$ cat src/rtl/huffman_encoder.sv
// Table-driven prefix-code packer: 4-bit symbols are looked up in a writable code
// table, packed MSB-first into an accumulator and emitted as OUT_W-bit words.
module huffman_encoder #(
    parameter int SYM_W   = 4,
    parameter int MAX_LEN = 10,
    parameter int LEN_W   = 4,
    parameter int OUT_W   = 16
) (
    input  logic               clk,
    input  logic               rst,
    input  logic [SYM_W-1:0]   sym_in,
    input  logic               sym_valid,
    output logic               sym_ready,
    input  logic               flush,
    input  logic               tbl_we,
    input  logic [SYM_W-1:0]   tbl_addr,
    input  logic [LEN_W-1:0]   tbl_len,
    input  logic [MAX_LEN-1:0] tbl_code,
    output logic [OUT_W-1:0]   out_word,
    output logic               out_valid,
    input  logic               out_ready,
    output logic               out_last,
    output logic [4:0]         out_nbits,
    output logic               done,
    output logic               err
);
    localparam int ACC_W = OUT_W + MAX_LEN;
    localparam int CNT_W = $clog2(ACC_W + 1);
    localparam int DEPTH = 2 ** SYM_W;
    localparam logic [CNT_W-1:0] C_OUT_W   = CNT_W'(OUT_W);
    localparam logic [LEN_W-1:0] C_MAX_LEN = LEN_W'(MAX_LEN);

    localparam logic [1:0] ST_RUN   = 2'd0;
    localparam logic [1:0] ST_FLUSH = 2'd1;
    localparam logic [1:0] ST_DONE  = 2'd2;

    // Default codebook restored on every reset.
    function automatic logic [LEN_W-1:0] dflt_len(input int s);
        if (s == 0)       return LEN_W'(1);
        else if (s <= 4)  return LEN_W'(4);
        else if (s <= 8)  return LEN_W'(5);
        else if (s <= 12) return LEN_W'(6);
        else              return LEN_W'(10);
    endfunction

    function automatic logic [MAX_LEN-1:0] dflt_code(input int s);
        if (s == 0)       return MAX_LEN'(1);
        else if (s <= 4)  return MAX_LEN'(s - 1);
        else if (s <= 8)  return MAX_LEN'(8 + s - 5);
        else if (s <= 12) return MAX_LEN'(24 + s - 9);
        else              return MAX_LEN'(448 + s - 13);
    endfunction

    logic [1:0]         r_state;
    logic [ACC_W-1:0]   r_acc;
    logic [CNT_W-1:0]   r_cnt;
    logic               r_err;
    logic [LEN_W-1:0]   r_tlen  [DEPTH];
    logic [MAX_LEN-1:0] r_tcode [DEPTH];

    logic               w_fire;
    logic               w_accept;
    logic               w_bad;
    logic               w_last_fire;
    logic [LEN_W-1:0]   w_len;
    logic [LEN_W-1:0]   w_len_eff;
    logic [LEN_W-1:0]   w_pad;
    logic [MAX_LEN-1:0] w_code_m;
    logic [ACC_W-1:0]   w_code_top;
    logic [ACC_W-1:0]   w_acc_post;
    logic [ACC_W-1:0]   w_acc_next;
    logic [CNT_W-1:0]   w_cnt_post;
    logic [CNT_W-1:0]   w_cnt_next;

    always_comb begin
        out_valid = 1'b0;
        out_last  = 1'b0;
        out_nbits = '0;
        case (r_state)
            ST_RUN: begin
                out_valid = (r_cnt >= C_OUT_W);
                out_nbits = 5'(OUT_W);
            end
            ST_FLUSH: begin
                out_valid = (r_cnt != '0);
                out_last  = (r_cnt <= C_OUT_W);
                out_nbits = (r_cnt <= C_OUT_W) ? 5'(r_cnt) : 5'(OUT_W);
            end
            default: ;
        endcase
    end

    assign out_word = r_acc[ACC_W-1 -: OUT_W];
    assign done     = (r_state == ST_DONE);
    assign err      = r_err;

    // Bits below cnt are always zero, so OR-ing the aligned code appends it and
    // the final partial word comes out zero-padded for free.
    always_comb begin
        w_fire      = out_valid & out_ready;
        w_last_fire = w_fire & (r_cnt <= C_OUT_W);
        sym_ready   = (r_state == ST_RUN) & ((r_cnt < C_OUT_W) | w_fire);
        w_accept    = sym_valid & sym_ready;
        w_len       = r_tlen[sym_in];
        w_bad       = (w_len == '0) || (w_len > C_MAX_LEN);
        w_len_eff   = w_bad ? '0 : w_len;
        w_code_m    = r_tcode[sym_in] & ~({MAX_LEN{1'b1}} << w_len_eff);
        w_pad       = C_MAX_LEN - w_len_eff;
        w_code_top  = {w_code_m, {OUT_W{1'b0}}} << w_pad;
        w_acc_post  = w_fire ? (r_acc << OUT_W) : r_acc;
        w_cnt_post  = !w_fire ? r_cnt : ((r_cnt > C_OUT_W) ? (r_cnt - C_OUT_W) : '0);
        w_acc_next  = w_acc_post | (w_accept ? (w_code_top >> w_cnt_post) : '0);
        w_cnt_next  = w_cnt_post + (w_accept ? CNT_W'(w_len_eff) : '0);
    end

    always_ff @(posedge clk) begin
        if (rst) begin
            r_state <= ST_RUN;
            r_acc   <= '0;
            r_cnt   <= '0;
            r_err   <= 1'b0;
            for (int i = 0; i < DEPTH; i++) begin
                r_tlen[i]  <= dflt_len(i);
                r_tcode[i] <= dflt_code(i);
            end
        end else begin
            if (tbl_we) begin
                r_tlen[tbl_addr]  <= tbl_len;
                r_tcode[tbl_addr] <= tbl_code;
            end
            case (r_state)
                ST_RUN: begin
                    r_acc <= w_acc_next;
                    r_cnt <= w_cnt_next;
                    if (w_accept && w_bad) r_err <= 1'b1;
                    if (flush) r_state <= ST_FLUSH;
                end
                ST_FLUSH: begin
                    r_acc <= w_acc_next;
                    r_cnt <= w_cnt_next;
                    if (r_cnt == '0 || w_last_fire) r_state <= ST_DONE;
                end
                default: begin
                    r_acc   <= '0;
                    r_cnt   <= '0;
                    r_state <= ST_RUN;
                end
            endcase
        end
    end

endmodule

$ cat config.mk
export PLATFORM = sky130hd
export DESIGN_NAME = huffman_encoder
export DESIGN_NICKNAME = d
export VERILOG_FILES = /design/src/rtl/huffman_encoder.sv
export SDC_FILE = /design/constraint.sdc
export NUM_CORES = 1
export LEC_CHECK = 0
export BUFFER_PORTS_ARGS = -buffer_cell sky130_fd_sc_hd__buf_2
export CAP_MARGIN = 20
export CORE_AREA = 3 3 198 200
export CTS_BUF_LIST = sky130_fd_sc_hd__clkbuf_2
export DETAILED_ROUTE_END_ITERATION = 10
export DIE_AREA = 0 0 201 203
export GPL_TIMING_DRIVEN = 0
export MAX_ROUTING_LAYER = met4
export RECOVER_POWER = 100
export SYNTH_ARGS = -nofsm -noshare
export SYNTH_HDL_FRONTEND = slang
export SYNTH_SLANG_ARGS = --single-unit
$ cat constraint.sdc
create_clock -name clk -period 4.4 [get_ports clk]
set_input_delay 0.22 -clock clk [delete_from_list [all_inputs] [get_ports clk]]
set_output_delay 0.22 -clock clk [all_outputs]
set_load 0.005 [all_outputs]
==> results of run 1 <==
## metal layers
layer / vias to the layer above / GRT usage
li1: 4239 / -
met1: 4719 / 0.248
met2: 359 / 0.324
met3: 88 / 0.0412
met4: 0 / 0.0723
met5: - / -
## layout make-up
class / count / area (sq um)
Inverter: 15 / 58.8
Multi-Input combinational cell: 679 / 5420
Sequential cell: 258 / 7410
Buffer: 87 / 448
Clock inverter: 12 / 85.1
Tap cell: 511 / 639
Timing Repair Buffer: 83 / 556
Antenna cell: 4 / 10.0
Fill cell: 3616 / 22500
Clock buffer: 99 / 495
## worst max-delay path by stage
| stage | endpoint | start | slack, ns | depth (start not counted) |
|---|---|---|---|---|
| after detailed placement | r_acc[15] | sym_in[0] | -1.11 | 20 |
| after CTS | r_acc[15] | r_tlen[7][1] | 0.02 | 14 |
| final | r_acc[17] | r_tlen[7][1] | 0.15 | 16 |
| after floorplan | r_acc[9] | sym_in[0] | 0.14 | 21 |
| after global routing | r_acc[20] | r_tlen[6][2] | -0.02 | 15 |
| after global placement | r_acc[15] | sym_in[0] | -1.21 | 17 |
## synthesized netlist by cell type (8+ instances only)
cell type    n  area [sq um]
edfxtp_1   224          6730
and2_1     171          1070
mux4_2      60          1350
or3_1       58           363
clkbuf_1    55           206
nor2_1      55           206
nand2_1     51           191
dfxtp_1     34           681
a21oi_1     28           140
o21ai_0     26           130
nor3_1      20           100
buf_4       19           143
or2_2       19           119
nand3_1     18          90.1
mux2i_1     17           170
nand2b_1    15          93.8
a22oi_1     14           105
inv_1       12          45.0
mux2_2       9           101
a31oi_1      8          50.1
ha_1         8           100
o211ai_1     8          60.1
## state kept, by name, summed over array words and instances, names as in the netlist
| register | flops |
|---|---|
| r_acc | 26 |
| r_tlen | 64 |
| r_state | 2 |
| err | 1 |
| r_tcode | 160 |
| r_cnt | 5 |
## power groups by stage
| stage | sequential (uW) | clock, uW | combinational (uW) |
|---|---|---|---|
| after CTS | 2850 | 1710 | 1160 |
| final | 2850 | 1670 | 1220 |
| after detailed placement | 2900 | 0 | 1090 |
| after global routing | 2860 | 1830 | 1310 |
| after global placement | 2900 | 0 | 1090 |
| after floorplan | 2880 | 0 | 728 |
## critical path, cell delays in order, from the launching register on
cell and delay [ns]:
edfxtp_1 0.37, mux4_2 0.48, mux2_2 0.33, or3_4 0.41, a31oi_4 0.29, ha_4 0.18, inv_1 0.06, ha_4 0.17
nor3_1 0.19, a32oi_1 0.09, a22oi_2 0.28, nor2_1 0.10, a2111oi_2 0.29, a311oi_2 0.13, mux2_4 0.32, and2_1 0.17
o32ai_1 0.24
## logic make-up (layout without fill, tap and decap cells)
family,after synthesis,in the layout,synth area share
compound gates,144,144,0.0759
simple gates,433,433,0.183
flops,258,258,0.563
buf+inv,103,296,0.0383
xor+xnor,4,4,0.00324
other cells,0,4,0
mux,88,88,0.126
fa+ha+maj,10,10,0.00989
## stage by stage
step | setup WS, ns | util | TNS (ns) | hold slack (ns) | cell area [sq um]
final | 0.145 | 0.402 | 0 | 0.184 | 15100
after detailed placement | -1.11 | 0.374 | -21.79 | 0.443 | 14000
after global placement | -1.21 | 0.374 | -22.87 | 0.439 | 14000
after CTS | 0.0219 | 0.399 | 0 | 0.102 | 15000
after global routing | -0.0237 | 0.402 | -0.0650 | 0.171 | 15100
after floorplan | 0.139 | - | 0 | 0.392 | 13200
## timing repair
action | CTS | global route
cloned | 0 | 0
pin swaps | 3 | 10
hold buffers | 27 | 0
setup buffers | 2 | 4
gates resized for setup | 19 | 23
endpoints found under the hold margin | 181 | 0
setup endpoints to repair | 24 | 20
==> flow_metrics.tcl, run 1 <==
set metrics [dict create \
    status "complete, no violations" \
    crit_path_max_fanout 5 \
    leakage_uw 0.00527 \
    internal_power_uw 3900 \
    syn_avg_cell_area_sq_um 12.6 \
    r2r_cells 16 \
    met2_length_um 19200 \
    dp.cells 1601 \
    clock_sinks 258 \
    grt_usage 0.199 \
    clk_pin_slew_ns 0.11 \
    power_density_nw_per_um2 380 \
    worst_slew_pin_slew_ns 1.47 \
    synth_edf_count 224 \
    fin_cells 1748 \
    syn_area_sq_um 13200 \
    clockBufferDepth 3 \
    period_needed_ns 4.25 \
    layout_common_cells "edfxtp_1, and2_0, clkbuf_2" \
    worstHoldStart "tbl_len[1]" \
    syn-instance-count 1040 \
    seqPwrFrac 0.496 \
    timing.rr.end "r_acc[17]" \
    final_hold_viol_count 0 \
    ys_ff_latch 258 \
    vias 9405 \
    cts-root-buf "clkbuf_2" \
    yosys_warnings 0 \
    period_share 0.967 \
    clkPwrFrac 0.291 \
    wl_met3_um 2440 \
    slew_headroom 0.0201 \
    avgViaCountPerCell 5.38 \
    htree_levels 3 \
    p_comb_frac 0.213 \
    drt-total-wl_um 39800 \
    numCtsBuffers 68 \
    drive_above_1_share 0.238 \
    p_sw_frac 0.321 \
    grt-ovfl-total 0 \
    coreArea_sq_um 37600 \
    ys_seq_area_frac 0.563 \
    place_hpwl_um 26800 \
    die-height_um 203 \
    synth_cell_types 68 \
    synth.net_count 1077 \
    antenna_found_initial 4 \
    worstSkewPairLatency_ns 0.94 \
    rr_startpoint "r_tlen[7][1]" \
    grt_pass1_wl_um 59400 \
    finalPower_uw 5740 \
    ys.flop_type "edfxtp_1" \
    grt_max_degree 15 \
    drt-met1-wl_um 16800 \
    wire_per_inst_um 22.7 \
    p_sw_uw 1840 \
    worstPathArrival_ns 5.03 \
    dieArea_sq_um 40800 \
    layout_commonest_cell "edfxtp_1" \
    firstDrtPassIters 8 \
    globalplace.congestion 0.904 \
    highest_layer "met4" \
    io_buffers 50 \
    whs_endpoint "r_tlen[10][1]" \
    ios 54 \
    fmax_ghz 0.235 \
    drt_iter0_drc 781 \
    finalClockSkew_ns 0.0709 \
    critical_path_class "reg -> reg" \
    fp.dieW_um 201 \
    maxCapViolations 0 \
    cp.required_ns 5.18 \
    rows 71 \
    ant_nets 0 \
    synthToLayoutAreaGrowth_pct 14.9 \
    hp-class "in -> reg" \
    min_path_cells 3 \
    grt_pass1_vias 9553 \
    slew_viol_final 0 \
    floorplan.initialDensity 0.350 \
    regToRegSetupSlack_ns 0.15 \
    drc_errors 0 \
    worstSetupStartpointType "flip-flop" \
    nNetsFinal 1229 \
    rsz0062_at_grt "true" \
    cp-end-kind "flip-flop" \
    cts_tree "built" \
    async_flop_share 0 \
    setup_viol 0 \
    ir_drop_mv 0.209 \
]
Power figures use the tool's default switching activity.
==> run 2, diff against run 1 <==
Settings changed: REMOVE_ABC_BUFFERS from default to 1.
Clock period 4.4 ns to 4 ns, I/O delays scaled along.
==> run 2 against run 1 <==
Die area stayed put; total power is 11% higher; sequential power up 9.8%; critical endpoint is now r_acc[19]; wire length shrank 10%; largest power group unchanged; largest cell class unchanged; setup slack got worse by 0.21 ns; the flow now finishes with violations (setup timing); critical path depth up 1.
==> flow_metrics.tcl, run 2 (synthesis gave the netlist of run 1 again) <==
set metrics [dict create \
    status "finished with violations" \
    failed_checks "setup timing" \
    multiInputGateArea_sq_um 5620 \
    fin_cells 1688 \
    layout_commonest_cell "edfxtp_1" \
    cts-root-buf "clkbuf_2" \
    avgViaCountPerCell 5.36 \
    drt-total-wl_um 35700 \
    rsz0062_at_grt "true" \
    clockBufferDepth 3 \
    min_path_cells 3 \
    final.fill_count 3577 \
    ant_nets 0 \
    worstPathArrival_ns 4.81 \
    grt_max_degree 54 \
    antenna_found_initial 3 \
    period_share 1.02 \
    drive_above_1_share 0.267 \
    grt_pass1_vias 8821 \
    synthToLayoutAreaGrowth_pct 14.8 \
    grt_usage 0.175 \
    io_buffers 53 \
    layout_common_cells "edfxtp_1, and2_0, clkbuf_2" \
    fmax_ghz 0.246 \
    critical_path_class "reg -> reg" \
    htree_levels 3 \
    setup_ws_ns -0.0650 \
    cp-end-kind "flip-flop" \
    worstHoldStart "tbl_addr[0]" \
    fp.dieW_um 201 \
    worst_slew_pin_slew_ns 1.28 \
    period_needed_ns 4.07 \
    maxCapViolations 0 \
    coreArea_sq_um 37600 \
    worstSkewPairLatency_ns 0.91 \
    vias 9055 \
    drt_iter0_drc 786 \
    reg_top3 "r_tcode: 160 flops, r_tlen: 64 flops, r_acc: 26 flops" \
    globalplace.congestion 0.866 \
    setup_viol 5 \
    finalClockSkew_ns 0.104 \
    ios 54 \
    drc_errors 0 \
    place_hpwl_um 21700 \
    floorplan.initialDensity 0.350 \
    largest_reg_flops 160 \
    ir_drop_mv 0.239 \
    fin_util 0.402 \
    dp.cells 1522 \
    crit_path_max_fanout 5 \
    firstDrtPassIters 8 \
    nNetsFinal 1174 \
    power_density_nw_per_um2 422 \
    numCtsBuffers 68 \
    clock_sinks 258 \
    seqCellArea_sq_um 7410 \
    leakage_uw 0.00517 \
    clk_pin_slew_ns 0.10 \
    grt_pass1_wl_um 53500 \
    slew_headroom 0.147 \
    worstSetupStartpointType "flip-flop" \
    grt-ovfl-total 0 \
    r2r_cells 17 \
    final_hold_viol_count 0 \
    slew_viol_final 0 \
    regToRegSetupSlack_ns -0.07 \
    wire_per_inst_um 21.1 \
    hp-class "in -> reg" \
    startpoint "r_tlen[0][2]" \
    cp.required_ns 4.74 \
    top_register "r_tcode" \
    dieArea_sq_um 40800 \
    rr_startpoint "r_tlen[0][2]" \
    die-height_um 203 \
    cts_tree "built" \
    rows 71 \
]
## run 2: metrics by stage
stage	area, sq um	setup WS, ns	power [uW]	TNS, ns	hold WS, ns
floorplan	12700	0.0461	3880	0	0.272
global placement	13600	-2.70	4290	-62.88	0.438
detailed placement	13700	-1.66	4300	-35.87	0.447
CTS	14900	-0.0240	6240	-0.0403	0.0274
global route	15100	-0.212	6680	-2.45	0.112
finish	15100	-0.0650	6370	-0.185	0.139
## run 2: layer usage
layer,vias up,share of wire,global-route usage
met3,70,0.070,0.0353
met2,350,0.47,0.271
li1,4132,-,-
met4,0,0.019,0.0464
met1,4503,0.44,0.237
met5,-,0,-
## run 2: power breakdown
part	total [uW]	internal (uW)	switching [uW]
Sequential	3130	3080	57.4
Clock	1750	610	1140
Combinational	1490	587	900
## run 2: worst paths after layout
path	endpoint
worst max-delay path	r_acc[19]
worst min-delay path	r_tcode[13][6]
worst max register to register	r_acc[19]
worst min register to register	r_acc[7]
## run 2: timing repair
| item | CTS | global route |
|---|---|---|
| hold buffers | 24 | 0 |
| pin swaps | 15 | 27 |
| setup endpoints to repair | 30 | 24 |
| gates resized for setup | 52 | 40 |
| buffers inserted | 14 | 18 |
| hold endpoints to repair | 253 | 0 |
## run 2: critical path, stage by stage, from the launching register on
cell,delay (ns)
edfxtp_1,0.38
mux4_2,0.49
mux2_4,0.29
or3_4,0.40
a31oi_4,0.21
ha_2,0.23
inv_2,0.05
ha_4,0.16
nor3_2,0.11
a32oi_1,0.09
a22oi_2,0.20
buf_6,0.16
mux2i_1,0.09
o22ai_2,0.22
a22oi_2,0.17
mux2_4,0.31
o2bb2ai_1,0.24
o2bb2ai_1,0.14
## run 2: final cells by class
type                            count  area share
Antenna cell                        2    0.000331
Clock buffer                       88      0.0292
Clock inverter                     20     0.00713
Inverter                           15     0.00497
Multi-Input combinational cell    679       0.372
Sequential cell                   258       0.490
Tap cell                          511      0.0423
Timing Repair Buffer              115      0.0532
==> run 3, diff against run 2 <==
Settings changed: CELL_PAD_IN_SITES_DETAIL_PLACEMENT from default to 1, CELL_PAD_IN_SITES_GLOBAL_PLACEMENT from default to 1, CORE_AREA 3 3 198 200 to 3 3 167 169, DIE_AREA 0 0 201 203 to 0 0 170 172, PLACE_DENSITY_LB_ADDON from default to 0.1.
==> run 3 against run 2 <==
The run still ends with setup timing left; sequential power barely moved; clock skew fell by 0.031 ns; clock power rose by 12%; final cell count fell by 8.0%; setup slack got worse by 0.0075 ns; core utilization rose by 17 points; wire length rose by 11%; non-clock buffer count rose by 14; combinational power rose by 4%; largest cell class unchanged; highest routed layer unchanged.
==> flow_metrics.tcl, run 3 (synthesis gave the netlist of run 1 again) <==
set metrics [dict create \
    grt-ovfl-total 0 \
    whs_ns 0.210 \
    antenna_found_initial 2 \
    slew_headroom 0.0907 \
    failed_checks "setup timing" \
    wire_per_inst_um 25.4 \
    avgViaCountPerCell 5.99 \
    numCtsBuffers 73 \
    worst_slew_pin_slew_ns 1.36 \
    floorplan.initialDensity 0.492 \
    clockBufferDepth 3 \
    die-height_um 172 \
    clock_sinks 258 \
    worstSetupStartpointType "flip-flop" \
    cp.required_ns 4.78 \
    final.fill_count 2782 \
    finalPower_uw 6650 \
    cp_slowest_cell "mux4_2" \
    globalplace.congestion 0.910 \
    power_density_nw_per_um2 439 \
    coreArea_sq_um 26700 \
    largest_reg_flops 160 \
    nNetsFinal 1194 \
    maxCapViolations 0 \
    regToRegSetupSlack_ns -0.07 \
    rows 60 \
    period_needed_ns 4.07 \
    crit_path_max_fanout 5 \
    max_stage_delay_ns 0.50 \
    cts-root-buf "clkbuf_2" \
    reg_top3 "r_tcode: 160 flops, r_tlen: 64 flops, r_acc: 26 flops" \
    crit_chain "mux4_2 -> mux2_4 -> or3_4 -> a31oi_4 -> ha_4 -> inv_2 -> ha_4 -> nor3_2 -> a32oi_1 -> a22oi_2 -> nor2_1 -> a2111oi_2 -> a311oi_2 -> mux2_4 -> and2_4 -> o32ai_2" \
    htree_levels 3 \
    ios 54 \
    grt_max_degree 54 \
    use_met3 0.0533 \
    met2_usage 0.470 \
    place_hpwl_um 25100 \
    slew_viol_final 0 \
    leakage_uw 0.00531 \
    grt_pass1_vias 9698 \
    top_usage_layer "met2" \
    fp.dieW_um 170 \
    status "finished with violations" \
    use_met1 0.347 \
    grt_usage 0.280 \
    layout_commonest_cell "edfxtp_1" \
    drc_errors 0 \
    min_path_cells 3 \
    setup_viol 5 \
    critical_path_class "reg -> reg" \
    synthToLayoutAreaGrowth_pct 15.2 \
    firstDrtPassIters 5 \
    dieArea_sq_um 29200 \
    r2r_cells 16 \
    grt_pass1_wl_um 59000 \
    cp-end-kind "flip-flop" \
    io_buffers 53 \
    fmax_ghz 0.246 \
    crit_buf_inv 1 \
    ir_drop_mv 0.198 \
    crit_family "compound AO/OA/AOI/OAI gates" \
    worstSkewPairLatency_ns 0.90 \
    drt_iter0_drc 755 \
    period_share 1.02 \
    vias 9297 \
    layout_common_cells "edfxtp_1, and2_0, clkbuf_2" \
    hp-class "in -> reg" \
    cp.depth 16 \
    cts_tree "built" \
    clk_pin_slew_ns 0.10 \
    top_register "r_tcode" \
    setup_ws_ns -0.0725 \
    drive_above_1_share 0.286 \
    ant_nets 0 \
    drt-total-wl_um 39400 \
    rsz0062_at_grt "true" \
    final_hold_viol_count 0 \
    worstPathArrival_ns 4.85 \
    finalClockSkew_ns 0.0724 \
]
## run 3: path summary, 6_finish.rpt
| kind | from | end |
|---|---|---|
| setup reg to reg | r_tlen[4][1] | r_acc[17] |
| setup / recovery | r_tlen[4][1] | r_acc[17] |
| hold / removal | tbl_addr[0] | r_tcode[13][8] |
| hold reg to reg | r_acc[5] | r_acc[5] |
## run 3: through the flow
stage	util	instances	setup TNS, ns	setup slack (ns)	instance area [sq um]
3_3_place_gp	0.501	1346	-75.24	-2.65	13400
3_5_place_dp	0.505	1352	-39.74	-1.72	13500
5_1_grt	0.567	1553	-2.40	-0.197	15200
2_1_floorplan	-	952	0	0.0461	12700
4_1_cts	0.556	1532	-0.0498	-0.0215	14900
6_report	0.567	1553	-0.176	-0.0725	15200
## run 3: where the power goes
group | switching, uW | internal, uW | total, uW
logic | 945 | 609 | 1550
registers | 62.0 | 3080 | 3140
clock network | 1160 | 800 | 1960
total | 2160 | 4490 | 6650
## run 3: worst register-to-register path: cells and delay by family (launching register included)
| family | cells | cell delay, ns |
|---|---|---|
| compound gates | 6 | 1.34 |
| fa+ha+maj | 2 | 0.35 |
| simple gates | 4 | 0.78 |
| flops | 1 | 0.38 |
| mux | 3 | 1.13 |
| buf+inv | 1 | 0.04 |
## run 3: layout make-up
cell class,count,area [sq um],share of cell area
well taps,341,427,0.0282
diodes,1,2.50,0.000165
multi-input cells,679,5690,0.376
clock buffers,110,551,0.0363
repair buffers,129,885,0.0584
flip-flops and latches,258,7410,0.489
repair inverters,1,5.00,0.000330
inverters,15,72.6,0.00479
clock inverters,19,113,0.00743
## run 3: layer usage
layer  share of wire  vias up
met5               0        -
met4           0.027        0
met2            0.51      323
met3           0.054       79
met1            0.41     4729
li1                -     4166
## run 3: repair_timing
item / CTS / global route
setup buffers: 26 / 20
hold buffers: 24 / 0
pin swaps: 18 / 23
hold endpoints to repair: 238 / 0
gates cloned: 1 / 0
endpoints found under the setup margin: 29 / 24
gates resized for setup: 55 / 45
